==> config.mk <==
export PLATFORM = sky130hd
export DESIGN_NAME = sr_omega_slew_limiter
export DESIGN_NICKNAME = d
export VERILOG_FILES = /design/src/rtl/sr_omega_slew_limiter.sv
export SDC_FILE = /design/constraint.sdc
export NUM_CORES = 1
export LEC_CHECK = 0
export ABC_CLOCK_PERIOD_IN_PS = 23400
export CORE_MARGIN = 1
export CORE_UTILIZATION = 60
export CTS_CLUSTER_DIAMETER = 50
export DETAILED_ROUTE_END_ITERATION = 10
export PLACE_DENSITY = 0.93
export SLEW_MARGIN = 20
export SYNTH_ARGS = -nofsm -noshare
export SYNTH_HDL_FRONTEND = slang
export SYNTH_SLANG_ARGS = --single-unit
==> constraint.sdc <==
create_clock -name clk -period 23.4 [get_ports clk]
set_input_delay 4.68 -clock clk [delete_from_list [all_inputs] [get_ports clk]]
set_output_delay 4.68 -clock clk [all_outputs]
set_load 0.05 [all_outputs]
==> src/rtl/sr_omega_slew_limiter.sv <==
// -----------------------------------------------------------------------------
// sr_omega_slew_limiter
//   Per-harmonic slew limiter between the SR frequency-drift generator and the
//   SR oscillator bank. Each update snapshots the packed omega_dt targets and
//   the step size. It then walks the harmonics one per clock through a single
//   shared subtract/compare datapath. Each output moves toward its target by
//   at most slew_step, so oscillator frequency never jumps.
//
//   Optional feature macro: SR_SLEW_STATS_EN. When it is defined, the design
//   builds the saturating clip counter. When it is undefined, clip_count is
//   tied to zero.
//
// Ports
//   clk                  in   system clock
//   rst                  in   asynchronous active-high reset
//   clk_en               in   update request strobe
//   omega_target_packed  in   signed targets, harmonic k at [k*WIDTH +: WIDTH]
//   slew_step            in   unsigned max change per update (0 = hold)
//   omega_out_packed     out  signed slew-limited omega_dt, same packing
//   at_target            out  bit k set when out[k] equals its snapshot target
//   busy                 out  high while an update is in flight
//   update_done          out  one-cycle pulse after the last harmonic write
//   clip_count           out  saturating count of clipped harmonic steps
// -----------------------------------------------------------------------------
module sr_omega_slew_limiter #(
   parameter int WIDTH         = 18,
   parameter int FRAC          = 14,
   parameter int NUM_HARMONICS = 5
) (
   input  logic                             clk,
   input  logic                             rst,
   input  logic                             clk_en,
   input  logic [NUM_HARMONICS*WIDTH-1:0]   omega_target_packed,
   input  logic [WIDTH-1:0]                 slew_step,
   output logic [NUM_HARMONICS*WIDTH-1:0]   omega_out_packed,
   output logic [NUM_HARMONICS-1:0]         at_target,
   output logic                             busy,
   output logic                             update_done,
   output logic [15:0]                      clip_count
);

   localparam int IDX_W = (NUM_HARMONICS > 1) ? $clog2(NUM_HARMONICS) : 1;
   // Two guard bits: one for the tgt-out difference, one for out+step.
   localparam int EXT_W = WIDTH + 2;
   localparam logic [IDX_W-1:0] LAST_IDX = IDX_W'(NUM_HARMONICS - 1);

   // FRAC only documents the Q format; the arithmetic is scale-free.
   if (FRAC > WIDTH) begin : g_frac_out_of_range
   end

   typedef enum logic [1:0] {
      ST_IDLE = 2'd0,
      ST_SCAN = 2'd1,
      ST_DONE = 2'd2
   } state_t;

   state_t                   state_r, state_nxt_s;
   logic [WIDTH-1:0]         tgt_r [NUM_HARMONICS];
   logic [WIDTH-1:0]         out_r [NUM_HARMONICS];
   logic [NUM_HARMONICS-1:0] at_target_r;
   logic [WIDTH-1:0]         step_r;
   logic [IDX_W-1:0]         idx_r;
   logic                     primed_r, pending_r, busy_r, update_done_r;
   logic                     start_s, write_s, pending_nxt_s, last_s;

   logic [WIDTH-1:0]         cur_s, tgt_s, new_s;
   logic signed [EXT_W-1:0]  cur_x_s, tgt_x_s, step_x_s, diff_s;
   logic                     up_s, dn_s;

   // Clamp a guard-extended value back into the signed WIDTH range.
   function automatic logic [WIDTH-1:0] sat_word(input logic signed [EXT_W-1:0] v);
      logic signed [EXT_W-1:0] max_v;
      logic signed [EXT_W-1:0] min_v;
      max_v = {{3{1'b0}}, {(WIDTH-1){1'b1}}};
      min_v = {{3{1'b1}}, {(WIDTH-1){1'b0}}};
      if (v > max_v) begin
         sat_word = max_v[WIDTH-1:0];
      end else if (v < min_v) begin
         sat_word = min_v[WIDTH-1:0];
      end else begin
         sat_word = v[WIDTH-1:0];
      end
   endfunction

   assign last_s = (idx_r == LAST_IDX);

   // FSM state register.
   always_ff @(posedge clk or posedge rst) begin
      if (rst) begin
         state_r <= ST_IDLE;
      end else begin
         state_r <= state_nxt_s;
      end
   end

   // FSM next state, snapshot/write strobes and single-entry request queue.
   always_comb begin
      state_nxt_s   = state_r;
      start_s       = 1'b0;
      write_s       = 1'b0;
      pending_nxt_s = pending_r;
      case (state_r)
         ST_IDLE: begin
            // A request left in pending by the DONE cycle is served here too.
            if (clk_en || pending_r) begin
               start_s       = 1'b1;
               pending_nxt_s = 1'b0;
               state_nxt_s   = ST_SCAN;
            end else begin
               state_nxt_s   = ST_IDLE;
            end
         end
         ST_SCAN: begin
            write_s = 1'b1;
            if (clk_en) begin
               pending_nxt_s = 1'b1;
            end else begin
               pending_nxt_s = pending_r;
            end
            if (last_s) begin
               state_nxt_s = ST_DONE;
            end else begin
               state_nxt_s = ST_SCAN;
            end
         end
         ST_DONE: begin
            if (pending_r) begin
               // The fresh snapshot absorbs any strobe arriving on this edge.
               start_s       = 1'b1;
               pending_nxt_s = 1'b0;
               state_nxt_s   = ST_SCAN;
            end else begin
               pending_nxt_s = clk_en;
               state_nxt_s   = ST_IDLE;
            end
         end
         default: begin
            state_nxt_s   = ST_IDLE;
            pending_nxt_s = 1'b0;
         end
      endcase
   end

   // Shared datapath: step the harmonic selected by idx toward its target.
   always_comb begin
      cur_s    = out_r[idx_r];
      tgt_s    = tgt_r[idx_r];
      cur_x_s  = {{2{cur_s[WIDTH-1]}}, cur_s};
      tgt_x_s  = {{2{tgt_s[WIDTH-1]}}, tgt_s};
      step_x_s = {2'b00, step_r};
      diff_s   = tgt_x_s - cur_x_s;
      up_s     = (diff_s > step_x_s);
      dn_s     = (diff_s < -step_x_s);
      if (!primed_r) begin
         new_s = tgt_s;
      end else if (up_s) begin
         new_s = sat_word(cur_x_s + step_x_s);
      end else if (dn_s) begin
         new_s = sat_word(cur_x_s - step_x_s);
      end else begin
         new_s = tgt_s;
      end
   end

   // Control registers: index, pending request, busy, done pulse, primed.
   always_ff @(posedge clk or posedge rst) begin
      if (rst) begin
         idx_r         <= '0;
         pending_r     <= 1'b0;
         busy_r        <= 1'b0;
         update_done_r <= 1'b0;
         primed_r      <= 1'b0;
      end else begin
         pending_r     <= pending_nxt_s;
         update_done_r <= write_s && last_s;
         if (start_s) begin
            idx_r  <= '0;
            busy_r <= 1'b1;
         end else if (write_s) begin
            idx_r  <= last_s ? '0 : idx_r + 1'b1;
         end else if (state_r == ST_DONE) begin
            busy_r <= 1'b0;
         end
         if (state_r == ST_DONE) begin
            primed_r <= 1'b1;
         end
      end
   end

   // Snapshot of targets and step, taken once per update.
   always_ff @(posedge clk or posedge rst) begin
      if (rst) begin
         step_r <= '0;
         for (int k = 0; k < NUM_HARMONICS; k++) begin
            tgt_r[k] <= '0;
         end
      end else if (start_s) begin
         step_r <= slew_step;
         for (int k = 0; k < NUM_HARMONICS; k++) begin
            tgt_r[k] <= omega_target_packed[k*WIDTH +: WIDTH];
         end
      end
   end

   // Output registers, one harmonic written per SCAN cycle.
   always_ff @(posedge clk or posedge rst) begin
      if (rst) begin
         at_target_r <= '0;
         for (int k = 0; k < NUM_HARMONICS; k++) begin
            out_r[k] <= '0;
         end
      end else if (write_s) begin
         out_r[idx_r]       <= new_s;
         at_target_r[idx_r] <= (new_s == tgt_s);
      end
   end

`ifdef SR_SLEW_STATS_EN
   logic [15:0] clip_cnt_r;

   // Saturating count of writes that had to be slew-limited.
   always_ff @(posedge clk or posedge rst) begin
      if (rst) begin
         clip_cnt_r <= 16'd0;
      end else if (write_s && primed_r && (up_s || dn_s) && (clip_cnt_r != 16'hFFFF)) begin
         clip_cnt_r <= clip_cnt_r + 16'd1;
      end
   end

   assign clip_count = clip_cnt_r;
`else
   assign clip_count = 16'd0;
`endif

   for (genvar g = 0; g < NUM_HARMONICS; g++) begin : g_pack
      assign omega_out_packed[g*WIDTH +: WIDTH] = out_r[g];
   end

   assign at_target   = at_target_r;
   assign busy        = busy_r;
   assign update_done = update_done_r;

endmodule

# Word-level counts from Yosys, hierarchy flattened
# Cells that the tools add are included.
[op_classes] add_sub_neg=5 n_mul=0 n_div=0 magnitude_cmp=10 n_eq_ne=7 shifts=0 muxes=37 bitwise=1 n_reduce_logical=9
[ops] operator="two-way mux 18 bit" n=12
[ops] operator="binary-select mux 18 bit (select 3 bit)" n=2
[ops] operator="bitwise mux 90 bit" n=1
[ops] operator="demux 18 bit (select 3 bit)" n=1
[ops] operator="greater-than comparator 20 x 18 -> 1 bit (second input constant)" n=2
[ops] operator="< comparator 20 x 18 -> 1 bit (second input constant)" n=2
[ops] operator="adder 18 x 19 -> 20 bit" n=1
[ops] operator="< comparator 19 x 20 -> 1 bit" n=1
[ops] operator="negator 18 -> 20 bit" n=1
[ops] operator="subtractor 18 x 19 -> 20 bit" n=1
[ops] operator="greater-than comparator 19 bit" n=1
[ops] operator="subtractor 18 x 18 -> 19 bit" n=1
[ops] operator="equality test 18 bit" n=1
[ops] operator="two-way mux 1 bit" n=12
[ops] operator="two-way mux 3 bit" n=3
[ops] operator="!= test 2 bit (second input constant)" n=3
[ops] operator="case mux 2 bit (3 select lines)" n=1
[ops] operator="bitwise mux 5 bit" n=1
[ops] operator="greater-or-equal comparator 4 bit (second input constant)" n=1
[ops] operator="< comparator 3 x 4 -> 1 bit (second input constant)" n=1
[ops] operator="< comparator 4 x 1 -> 1 bit (second input constant)" n=1
[ops] operator="inverter 3 -> 4 bit" n=1
[ops] operator="AND reduction 2 bit" n=2
[ops] operator="nonzero test 2 bit" n=2
[ops] operator="12 further kinds" n=14
[totals] reg_bits=212 latchBits=0 ramBits=0 rom_bits=0 out_inout_bits=113 word_cells=87 mem_count=0

# Depth between registers and ports, before layout
# Gate-level depths: netlist of the first run.
[depth] depth_word=13 ltp_mapped=38 ltp_nobuf=31

# Worst setup path before layout of the first run
# Ideal clock, no wire load.
[synth_path] path_type="reg2reg" start="reg idx_r[0]" end="reg at_target_r[1], in the netlist at_target[1]" setup_time_ps=87 arrival_time_ps=7530 required_ps=23313 slack_ps=15784 path_stages_with_launch=37 n_path_buf=7 cell_sequence="dfrtp_1 buf_1 clkbuf_1 clkbuf_1 clkbuf_1 buf_1 nor2_1 a21oi_1 o22a_1 ha_1 nor2b_1 o21ai_0 a21boi_0 o21ai_0 a21boi_0 o21ai_0 a21boi_0 o21ai_0 a21oi_1 a21o_1 a21oi_1 xnor2_1 ha_1 nand4_1 or4_1 nor2_1 a21oi_1 o31a_1 and2_0 clkbuf_1 clkbuf_1 a21oi_1 a21oi_1 or4_1 nor4_4 nand4_1 o211ai_1"
[synth_via] elab_chain_cells=13 word_cells_on_any_way=30
[synth_lines] element="start, declared" line_no="62" rtl="logic [IDX_W-1:0] idx_r;"
[synth_lines] element="start signal, assigned" line_no="180" rtl="idx_r <= last_s ? '0 : idx_r + 1'b1;"
[synth_lines] element="inverter 3 -> 4 bit (not written as such)" line_no="146, 147"
[synth_lines] element="binary-select mux 18 bit (select 3 bit)" line_no="146" rtl="cur_s = out_r[idx_r];"
[synth_lines] element="two-way mux 18 bit (not written as such) (2 in a row)" line_no="146"
[synth_lines] element="subtractor 18 x 19 -> 20 bit" line_no="159" rtl="new_s = sat_word(cur_x_s - step_x_s);"
[synth_lines] element="< comparator 20 x 18 -> 1 bit" line_no="78" rtl="end else if (v < min_v) begin"
[synth_lines] element="two-way mux 18 bit" line_no="78"
[synth_lines] element="two-way mux 18 bit" line_no="76" rtl="if (v > max_v) begin"
[synth_lines] element="two-way mux 18 bit" line_no="158" rtl="end else if (dn_s) begin"
[synth_lines] element="two-way mux 18 bit" line_no="156" rtl="end else if (up_s) begin"
[synth_lines] element="two-way mux 18 bit" line_no="154" rtl="if (!primed_r) begin"
[synth_lines] element="equality test 18 bit" line_no="214" rtl="at_target_r[idx_r] <= (new_s == tgt_s);"
[synth_lines] element="bitwise mux 5 bit (*)" line_no="214"
[synth_lines] element="end signal, assigned by index" line_no="214"
[synth_lines] element="end, declared" line_no="60" rtl="logic [NUM_HARMONICS-1:0] at_target_r;"
# Mark *: on every way between the ends. The rest lies on a longest branch, timed or not. The select of a mux whose other input is x is not followed.
# A chain may end at the register's enable or synchronous reset.

# Worst setup path after layout of the first run
[layout_path] start="reg idx_r[0]" end="reg at_target_r[0], in the netlist at_target[0]"
# The elaborated chain is that of the path after synthesis.

==> reports/results.tsv, run 1 <==
metric	value	unit
run status	complete, no violations	
Worst Hold Launch	at_target[4]	
clk_lat worst skew	0.55	ns
Final Hold Fails	0	
crit path capture type	register	
top cells by area, synth	dfrtp_1, ha_1, mux2_2	
Crit Path Max Fanout	41	
largest net degree at the start of global routing	129	
CTS resizes	0	
Iteration-0 DRC Markers	1728	
Port Buffers	207	
#FFs+latches synth	212	
GRT Total Usage	0.4015	
Via density	6.626	
Initial Util	0.6127	
EDFF count, synth	0	
clock sinks	212	
gpl congestion	1.036	
nets	2100	
Remaining Overflow, GRT	0	
Critical Path Start Type	register	
WHS Endpoint	at_target[4]	
WS Path Type	reg2reg	
Worst EP required	23.89	ns
final hold slack	0.4992	ns
R2R depth	30	
Routed wire per std cell	24.00	microns
Synth Flop Type	dfrtp_1	
FF/Latch Area	5310	sq um
core footprint	25180	sq um
# fillers	1707	
RSZ-0062 raised after global routing	false	
area of the multi-input gates	9399	sq um
worst hold path class	reg2reg	
drt first pass iters	5	
vias in the first global route	14190	
leading cell types in the layout, fill and taps excluded	dfrtp_1, clkdlybuf4s50_1, nand2_1	
Final min period	8.580	ns
setup_tns	0	ns
area delta synth->final	19.84	%
slowest CP cell	dfrtp_4	
Die Area	26360	sq um
Top Ports	224	
CTS Hold Bufs	0	
area share of the largest cell type after synthesis	0.3438	
Place WS	15.13	ns
Worst-Margin Slew	0.9351	ns
Worst Skew	0.02137	ns
Synth area leader	dfrtp_1	
Via Count	14760	
hpwl dp	39.04	mm
Clk pin slew, worst setup/hold paths	0.07	ns
DIE WIDTH	162.4	microns
R2R Path Start	idx_r[0]	
FP Rows	58	
Arr. time, crit path	9.07	ns
setup bufs post-CTS	0	
max cap viols	0	
n_diodes	0	
final antenna-violating net count	0	
max_slew headroom	0.3751	
layout cells sized above 1	0.1022	
sequential area share after synthesis	0.3438	
DRT Wirelength	53.47	mm
CTS buffer count	25	
Post-Synthesis Cells	1720	
Final Cycle Share	0.3667	
slowest stage delay, CP	0.81	ns
Vert. Die Dim	162.4	microns
htree depth	1	
CTS Buffer Depth	3	
CTS tree	yes	
first-pass GRT wire length	81.57	mm
Slew Limit Fails	0	
Root Driver	clkbuf_16	
Reg2Reg Setup Slack	14.82	ns
leading cell type in the layout, fill and taps excluded	dfrtp_1	
Syn Area/Cell	8.970	sq um
# DRC	0	
hold path cells	2	
setup ws final	14.82	ns
r2r endpoint	at_target[0]	
Fmax achieved	0.1165	GHz
setup violators final	0	
synthesized area	15430	sq um
synth warn	0	
asr flop ratio synth	1.000	
final core utilization	0.7343	
Synth cell types	94	
initial antenna violation count	0	
==> state kept, by name, indices dropped and copies added (netlist names), 2 cells and up <==
signal	flops
idx_r	3
at_target	5
tgt_r	90
omega_out_packed	90
step_r	18
state_r	2
==> synth_stat cells, types with 9 or more instances <==
master and count:
and3_1 12, nor4_1 12, a22oi_1 12, o22a_1 26, nor2_1 109, a211oi_1 21, o31ai_1 11, nand3_1 27
inv_1 79, buf_2 14, buf_4 17, or3_1 10, o21a_1 14, a21o_1 15, buf_1 9, nor3_1 29
xnor2_1 44, ha_1 105, o21ai_0 161, dfrtp_1 212, a21oi_1 110, o22ai_1 24, xor2_1 14, mux2_2 91
clkbuf_1 68, mux2i_1 75, o21ai_1 11, nand4_1 18, nor2b_1 17, nand2_1 177, o211ai_1 16, nand2b_1 9
==> worst max-delay path: cells and delay by family, from the launching register on <==
| kind | cells | cell delay, ns |
|---|---|---|
| XOR/XNOR | 1 | 0.11 |
| buffers and inverters | 1 | 0.41 |
| adder cells (fa/ha/maj) | 2 | 0.63 |
| flip-flops | 1 | 0.81 |
| AND/OR/NAND/NOR | 8 | 2.35 |
| AO/OA/AOI/OAI | 18 | 4.13 |
==> through the flow <==
step                      cells  cell area (sq um)
after global placement     2183              17650
after global routing       2228              18490
final                      2228              18490
after floorplan            1735              15480
after detailed placement   2183              17650
after CTS                  2227              18460
==> cells by family (layout without fill, tap and decap cells) <==
family / count (synthesis) / in the layout / share of synthesized area
compound gates: 514 / 514 / 0.2203
xor+xnor: 59 / 59 / 0.03398
fa+ha+maj: 108 / 108 / 0.08904
buf+inv: 189 / 352 / 0.05125
flops: 212 / 212 / 0.3438
mux: 166 / 166 / 0.1151
other cells: 1 / 16 / 0.0002431
simple gates: 471 / 471 / 0.1463
==> per-layer routing <==
metal,share of wire,track usage,up-vias
li1,-,-,6563
met1,0.40,0.5288,7158
met2,0.47,0.6459,870
met3,0.083,0.06213,172
met4,0.056,0.1960,0
met5,0,0,-
==> worst max-delay path by stage <==
| stage | slack, ns | start | end |
|---|---|---|---|
| finish | 14.82 | idx_r[0] | at_target[0] |
| global route | 14.16 | idx_r[0] | at_target[0] |
| CTS | 15.00 | idx_r[0] | at_target[0] |
| detailed placement | 15.13 | idx_r[0] | at_target[1] |
| global placement | 15.44 | idx_r[0] | at_target[2] |
| floorplan | 12.93 | rst | at_target[0] |
==> final cells by class <==
class                   count  area share
repair buffers            227      0.1215
inverters                  81     0.01685
clock inverters             9    0.005278
clock buffers              35     0.03857
flip-flops and latches    212      0.2872
well taps                 330     0.02233
multi-input cells        1334      0.5083
Power of run 1 is left out: the tool's default activity adds up to more than one toggle a clock period on the data nets, which glitch-free logic cannot reach.
==> inputs of run 2 (changes only) <==
--- a/config.mk
+++ b/config.mk
@@ -5,12 +5,12 @@
 export SDC_FILE = /design/constraint.sdc
 export NUM_CORES = 1
 export LEC_CHECK = 0
-export ABC_CLOCK_PERIOD_IN_PS = 23400
+export ABC_CLOCK_PERIOD_IN_PS = 7700
 export CORE_MARGIN = 1
-export CORE_UTILIZATION = 60
+export CORE_UTILIZATION = 51
 export CTS_CLUSTER_DIAMETER = 50
 export DETAILED_ROUTE_END_ITERATION = 10
-export PLACE_DENSITY = 0.93
+export PLACE_DENSITY = 0.85
 export SLEW_MARGIN = 20
 export SYNTH_ARGS = -nofsm -noshare
 export SYNTH_HDL_FRONTEND = slang
==> constraint.sdc (replaced) <==
create_clock -name clk -period 7.7 [get_ports clk]
set_input_delay 1.54 -clock clk [delete_from_list [all_inputs] [get_ports clk]]
set_output_delay 1.54 -clock clk [all_outputs]
set_load 0.05 [all_outputs]
==> reports/results.tsv, run 2 (same netlist as run 1, synthesis figures left out) <==
metric	value	unit	change
run status	complete, no violations		
CTS Hold Bufs	0		unchanged
Worst-Margin Slew	1.005	ns	+0.07005 ns
CTS resizes	0		unchanged
Worst Hold Launch	at_target[0]		
WS Path Type	reg2reg		
Die Area	30950	sq um	+17%
Root Driver	clkbuf_16		
r2r endpoint	at_target[4]		
clock sinks	212		unchanged
Final Cycle Share	0.9300		+0.5633
nets	2127		+1.3%
# DRC	0		unchanged
slowest stage delay, CP	0.53	ns	-0.28 ns
clk_lat worst skew	0.55	ns	about the same
Worst Skew	0.01651	ns	-0.004865 ns
Critical Path Start Type	register		
final hold slack	0.4994	ns	+0.0002470 ns
# fillers	2396		+40%
Top Ports	224		unchanged
Worst EP required	8.13	ns	-15.76 ns
setup violators final	0		unchanged
slowest CP cell	dfrtp_2		
Iteration-0 DRC Markers	1236		-28%
Via Count	14530		-1.6%
layout cells sized above 1	0.1188		+0.01662
drt first pass iters	6		+1
Vert. Die Dim	175.9	microns	+8.4%
FP Rows	63		+8.6%
Port Buffers	207		unchanged
setup bufs post-CTS	0		unchanged
CTS tree	yes		
Crit Path Max Fanout	12		-71%
R2R Path Start	idx_r[2]		
R2R depth	31		+3.3%
CTS buffer count	25		unchanged
most frequent cell on the critical path	o21ai_0		
vias in the first global route	14400		+1.5%
n_diodes	0		unchanged
leading cell type in the layout, fill and taps excluded	dfrtp_1		
Remaining Overflow, GRT	0		unchanged
Arr. time, crit path	7.59	ns	-1.48 ns
hpwl dp	42.17	mm	+8.0%
hold path cells	2		unchanged
WHS Endpoint	at_target[0]		
max cap viols	0		unchanged
leading cell types in the layout, fill and taps excluded	dfrtp_1, clkdlybuf4s50_1, nand2_1		
htree depth	1		unchanged
CTS Buffer Depth	3		unchanged
gpl congestion	0.9649		-6.9%
worst hold path class	reg2reg		
Slew Limit Fails	0		unchanged
Via density	6.270		-5.4%
core footprint	29720	sq um	+18%
area delta synth->final	22.14	%	
Initial Util	0.5192		-0.09351
Final Hold Fails	0		unchanged
Final min period	7.161	ns	-1.420 ns
largest net degree at the start of global routing	86		-33%
setup_tns	0	ns	unchanged
DRT Wirelength	54.03	mm	+1.1%
crit path capture type	register		
Reg2Reg Setup Slack	0.54	ns	-14.28 ns
Setup crit start	idx_r[2]		
first-pass GRT wire length	83.39	mm	+2.2%
Clk pin slew, worst setup/hold paths	0.06	ns	about the same
max_slew headroom	0.3254		-0.04969
GRT Total Usage	0.3505		-0.05104
initial antenna violation count	0		unchanged
DIE WIDTH	175.9	microns	+8.4%
Routed wire per std cell	23.32	microns	-2.8%
final antenna-violating net count	0		unchanged
Fmax achieved	0.1397	GHz	+20%
RSZ-0062 raised after global routing	false		
==> run 2: cell count changes in the layout (fill, tap and decap cells not counted), sizes merged <==
cell      previous run  this run
buf                 20        47
clkbuf              35        29
clkinv               2         8
bufinv               0         2
clkinvlp             1         3
inv                 87        85
==> run 2: cell type report <==
class	instances	area (sq um)	area share
clock inverter	17	193.9	0.01029
timing repair buffer	254	2441	0.1295
sequential	212	5310	0.2818
multi-input combinational	1334	9439	0.5009
inverter	81	311.5	0.01653
tap	390	488.0	0.02589
clock buffer	29	660.6	0.03506
==> run 2: how the worst max path moves through the flow <==
stage                     slack [ns]  cells past startpoint      endpoint
final                           0.54                     31  at_target[4]
after global routing            0.05                     31  at_target[4]
after floorplan                 0.08                     36  at_target[1]
after detailed placement        0.56                     30  at_target[2]
after global placement          0.70                     30  at_target[4]
after CTS                       0.49                     30  at_target[3]
==> run 2: layer usage <==
metal,GRT usage,part of all wire,vias up
li1,-,-,6616
met5,0,0,-
met1,0.4604,0.41,7071
met4,0.1514,0.045,0
met3,0.05405,0.071,142
met2,0.5735,0.47,698
==> run 2: through the flow <==
| stage | util | cell area (sq um) | std cells | setup WS, ns |
|---|---|---|---|---|
| floorplan | - | 15480 | 1735 | 0.08366 |
| global placement | 0.6039 | 17950 | 2271 | 0.7005 |
| detailed placement | 0.6039 | 17950 | 2271 | 0.5632 |
| CTS | 0.6326 | 18800 | 2317 | 0.4886 |
| global route | 0.6341 | 18840 | 2317 | 0.05300 |
| finish | 0.6341 | 18840 | 2317 | 0.5393 |
==> run 2: worst max-delay path, delay by kind of cell, from the launching register on <==
| kind | cells | cell delay [ns] |
|---|---|---|
| compound gates | 18 | 3.96 |
| buf+inv | 4 | 0.78 |
| simple gates | 5 | 0.64 |
| fa+ha+maj | 2 | 0.62 |
| flops | 1 | 0.53 |
| mux | 1 | 0.24 |
| xor+xnor | 1 | 0.24 |
Power of run 2 is left out for the same reason.
==> inputs of run 3 (changes only) <==
--- a/config.mk
+++ b/config.mk
@@ -5,12 +5,13 @@
 export SDC_FILE = /design/constraint.sdc
 export NUM_CORES = 1
 export LEC_CHECK = 0
-export ABC_CLOCK_PERIOD_IN_PS = 7700
+export ABC_CLOCK_PERIOD_IN_PS = 8900
 export CORE_MARGIN = 1
-export CORE_UTILIZATION = 51
+export CORE_UTILIZATION = 60
 export CTS_CLUSTER_DIAMETER = 50
+export CTS_CLUSTER_SIZE = 12
 export DETAILED_ROUTE_END_ITERATION = 10
-export PLACE_DENSITY = 0.85
+export PLACE_DENSITY = 0.93
 export SLEW_MARGIN = 20
 export SYNTH_ARGS = -nofsm -noshare
 export SYNTH_HDL_FRONTEND = slang
==> constraint.sdc (replaced) <==
create_clock -name clk -period 8.9 [get_ports clk]
set_input_delay 1.78 -clock clk [delete_from_list [all_inputs] [get_ports clk]]
set_output_delay 1.78 -clock clk [all_outputs]
set_load 0.05 [all_outputs]
==> reports/results.tsv, run 3 (same netlist as run 1, synthesis figures left out) <==
metric	value	unit	change
run status	complete, no violations		
crit path capture type	register		
DRT Wirelength	52.77	mm	-2.3%
Top Ports	224		unchanged
FP Rows	58		-7.9%
slowest CP cell	dfrtp_4		
Final Hold Fails	0		unchanged
Worst EP required	9.39	ns	+1.26 ns
drt first pass iters	7		+1
clock sinks	212		unchanged
Critical Path Start Type	register		
R2R Path Start	idx_r[0]		
Root Driver	clkbuf_16		
final core utilization	0.7337		+0.09956
hpwl dp	39.51	mm	-6.3%
CTS tree	yes		
nets	2103		-1.1%
initial antenna violation count	0		unchanged
CTS Buffer Depth	3		unchanged
setup violators final	0		unchanged
leading cell type in the layout, fill and taps excluded	dfrtp_1		
WS Path Type	reg2reg		
max cap viols	0		unchanged
Remaining Overflow, GRT	0		unchanged
Bufs and invs on worst path	2		-2
setup ws final	0.7139	ns	+0.1746 ns
n_diodes	0		unchanged
Place WS	1.029	ns	+0.4659 ns
Worst-Margin Slew	1.098	ns	+0.09250 ns
Die Area	26360	sq um	-15%
Clk pin slew, worst setup/hold paths	0.06	ns	about the same
Iteration-0 DRC Markers	2030		+64%
leading cell types in the layout, fill and taps excluded	dfrtp_1, clkdlybuf4s50_1, nand2_1		
Fmax achieved	0.1222	GHz	-13%
core footprint	25180	sq um	-15%
setup_tns	0	ns	unchanged
Routed wire per std cell	23.68	microns	+1.5%
area delta synth->final	19.75	%	
crit-path leading delay family	compound AO/OA/AOI/OAI gates		
vias in the first global route	14120		-2.0%
worst hold path class	reg2reg		
RSZ-0062 raised after global routing	false		
setup bufs post-CTS	0		unchanged
Via Count	14700		+1.2%
Initial Util	0.6127		+0.09351
GRT Total Usage	0.4007		+0.05018
DIE WIDTH	162.4	microns	-7.7%
first-pass GRT wire length	81.36	mm	-2.4%
Crit Path Max Fanout	49		+37
Slew Limit Fails	0		unchanged
htree depth	1		unchanged
Vert. Die Dim	162.4	microns	-7.7%
most frequent cell on the critical path	o21ai_0		
gpl congestion	1.067		+11%
max_slew headroom	0.2638		-0.06157
# DRC	0		unchanged
Final min period	8.186	ns	+1.025 ns
Worst Skew	0.01892	ns	+0.002411 ns
Final Cycle Share	0.9198		-0.01018
Arr. time, crit path	8.68	ns	+1.09 ns
clk_lat worst skew	0.56	ns	about the same
layout cells sized above 1	0.1027		-0.01615
CTS buffer count	26		+4.0%
final antenna-violating net count	0		unchanged
slowest stage delay, CP	0.87	ns	+0.34 ns
Setup crit start	idx_r[0]		
Worst Hold Launch	omega_out_packed[83]		
Via density	6.594		+5.2%
Port Buffers	207		unchanged
largest net degree at the start of global routing	126		+47%
==> run 3: changes by cell type in the layout (fill, tap and decap cells not counted), moves of 2 or more <==
cell	before	now
clkinvlp_4	3	1
bufinv_16	2	0
buf_4	45	21
clkinv_2	4	2
clkbuf_1	2	5
==> run 3: worst paths after layout <==
kind | to | slack (ns) | cells past startpoint
min in group asynchronous | tgt_r[44] | 1.80 | 2
hold reg to reg | omega_out_packed[83] | 0.51 | 2
max in group asynchronous | omega_out_packed[49] | 5.74 | 3
setup reg to reg | at_target[0] | 0.71 | 31
hold / removal | omega_out_packed[83] | 0.51 | 2
setup / recovery | at_target[0] | 0.71 | 31
==> run 3: worst register-to-register path, delay by kind of cell (launching register included) <==
family	cells	cell delay (ns)
adder cells (fa/ha/maj)	2	0.65
XOR/XNOR	1	0.15
AO/OA/AOI/OAI	19	4.25
buffers and inverters	2	0.55
flip-flops	1	0.87
AND/OR/NAND/NOR	7	1.67
==> run 3: routing by layer <==
metal	wire length (microns)	track usage
met5	0	0
met1	20340	0.5095
met2	24860	0.6583
met4	2719	0.1985
met3	4853	0.07003
==> run 3: cell type report <==
cell class | count | area, sq um
multi-input cells | 1334 | 9412
inverters | 81 | 311.5
clock buffers | 33 | 696.9
repair buffers | 229 | 2241
fillers | 1752 | 6706
well taps | 330 | 412.9
clock inverters | 10 | 91.34
flip-flops and latches | 212 | 5310
==> run 3: per-stage QoR <==
stage | area [sq um] | std cells | hold WS [ns]
2_1_floorplan | 15480 | 1735 | 0.4800
3_3_place_gp | 17670 | 2186 | 0.4886
3_5_place_dp | 17670 | 2186 | 0.4954
4_1_cts | 18460 | 2229 | 0.5085
5_1_grt | 18480 | 2229 | 0.5237
6_report | 18480 | 2229 | 0.5079
==> run 3: repair_timing <==
action / CTS / global route
endpoints found under the hold margin: 0 / 0
hold buffers: 0 / 0
setup endpoints to repair: 0 / 2
gates resized for setup: 0 / 1
Power of run 3 is left out for the same reason.
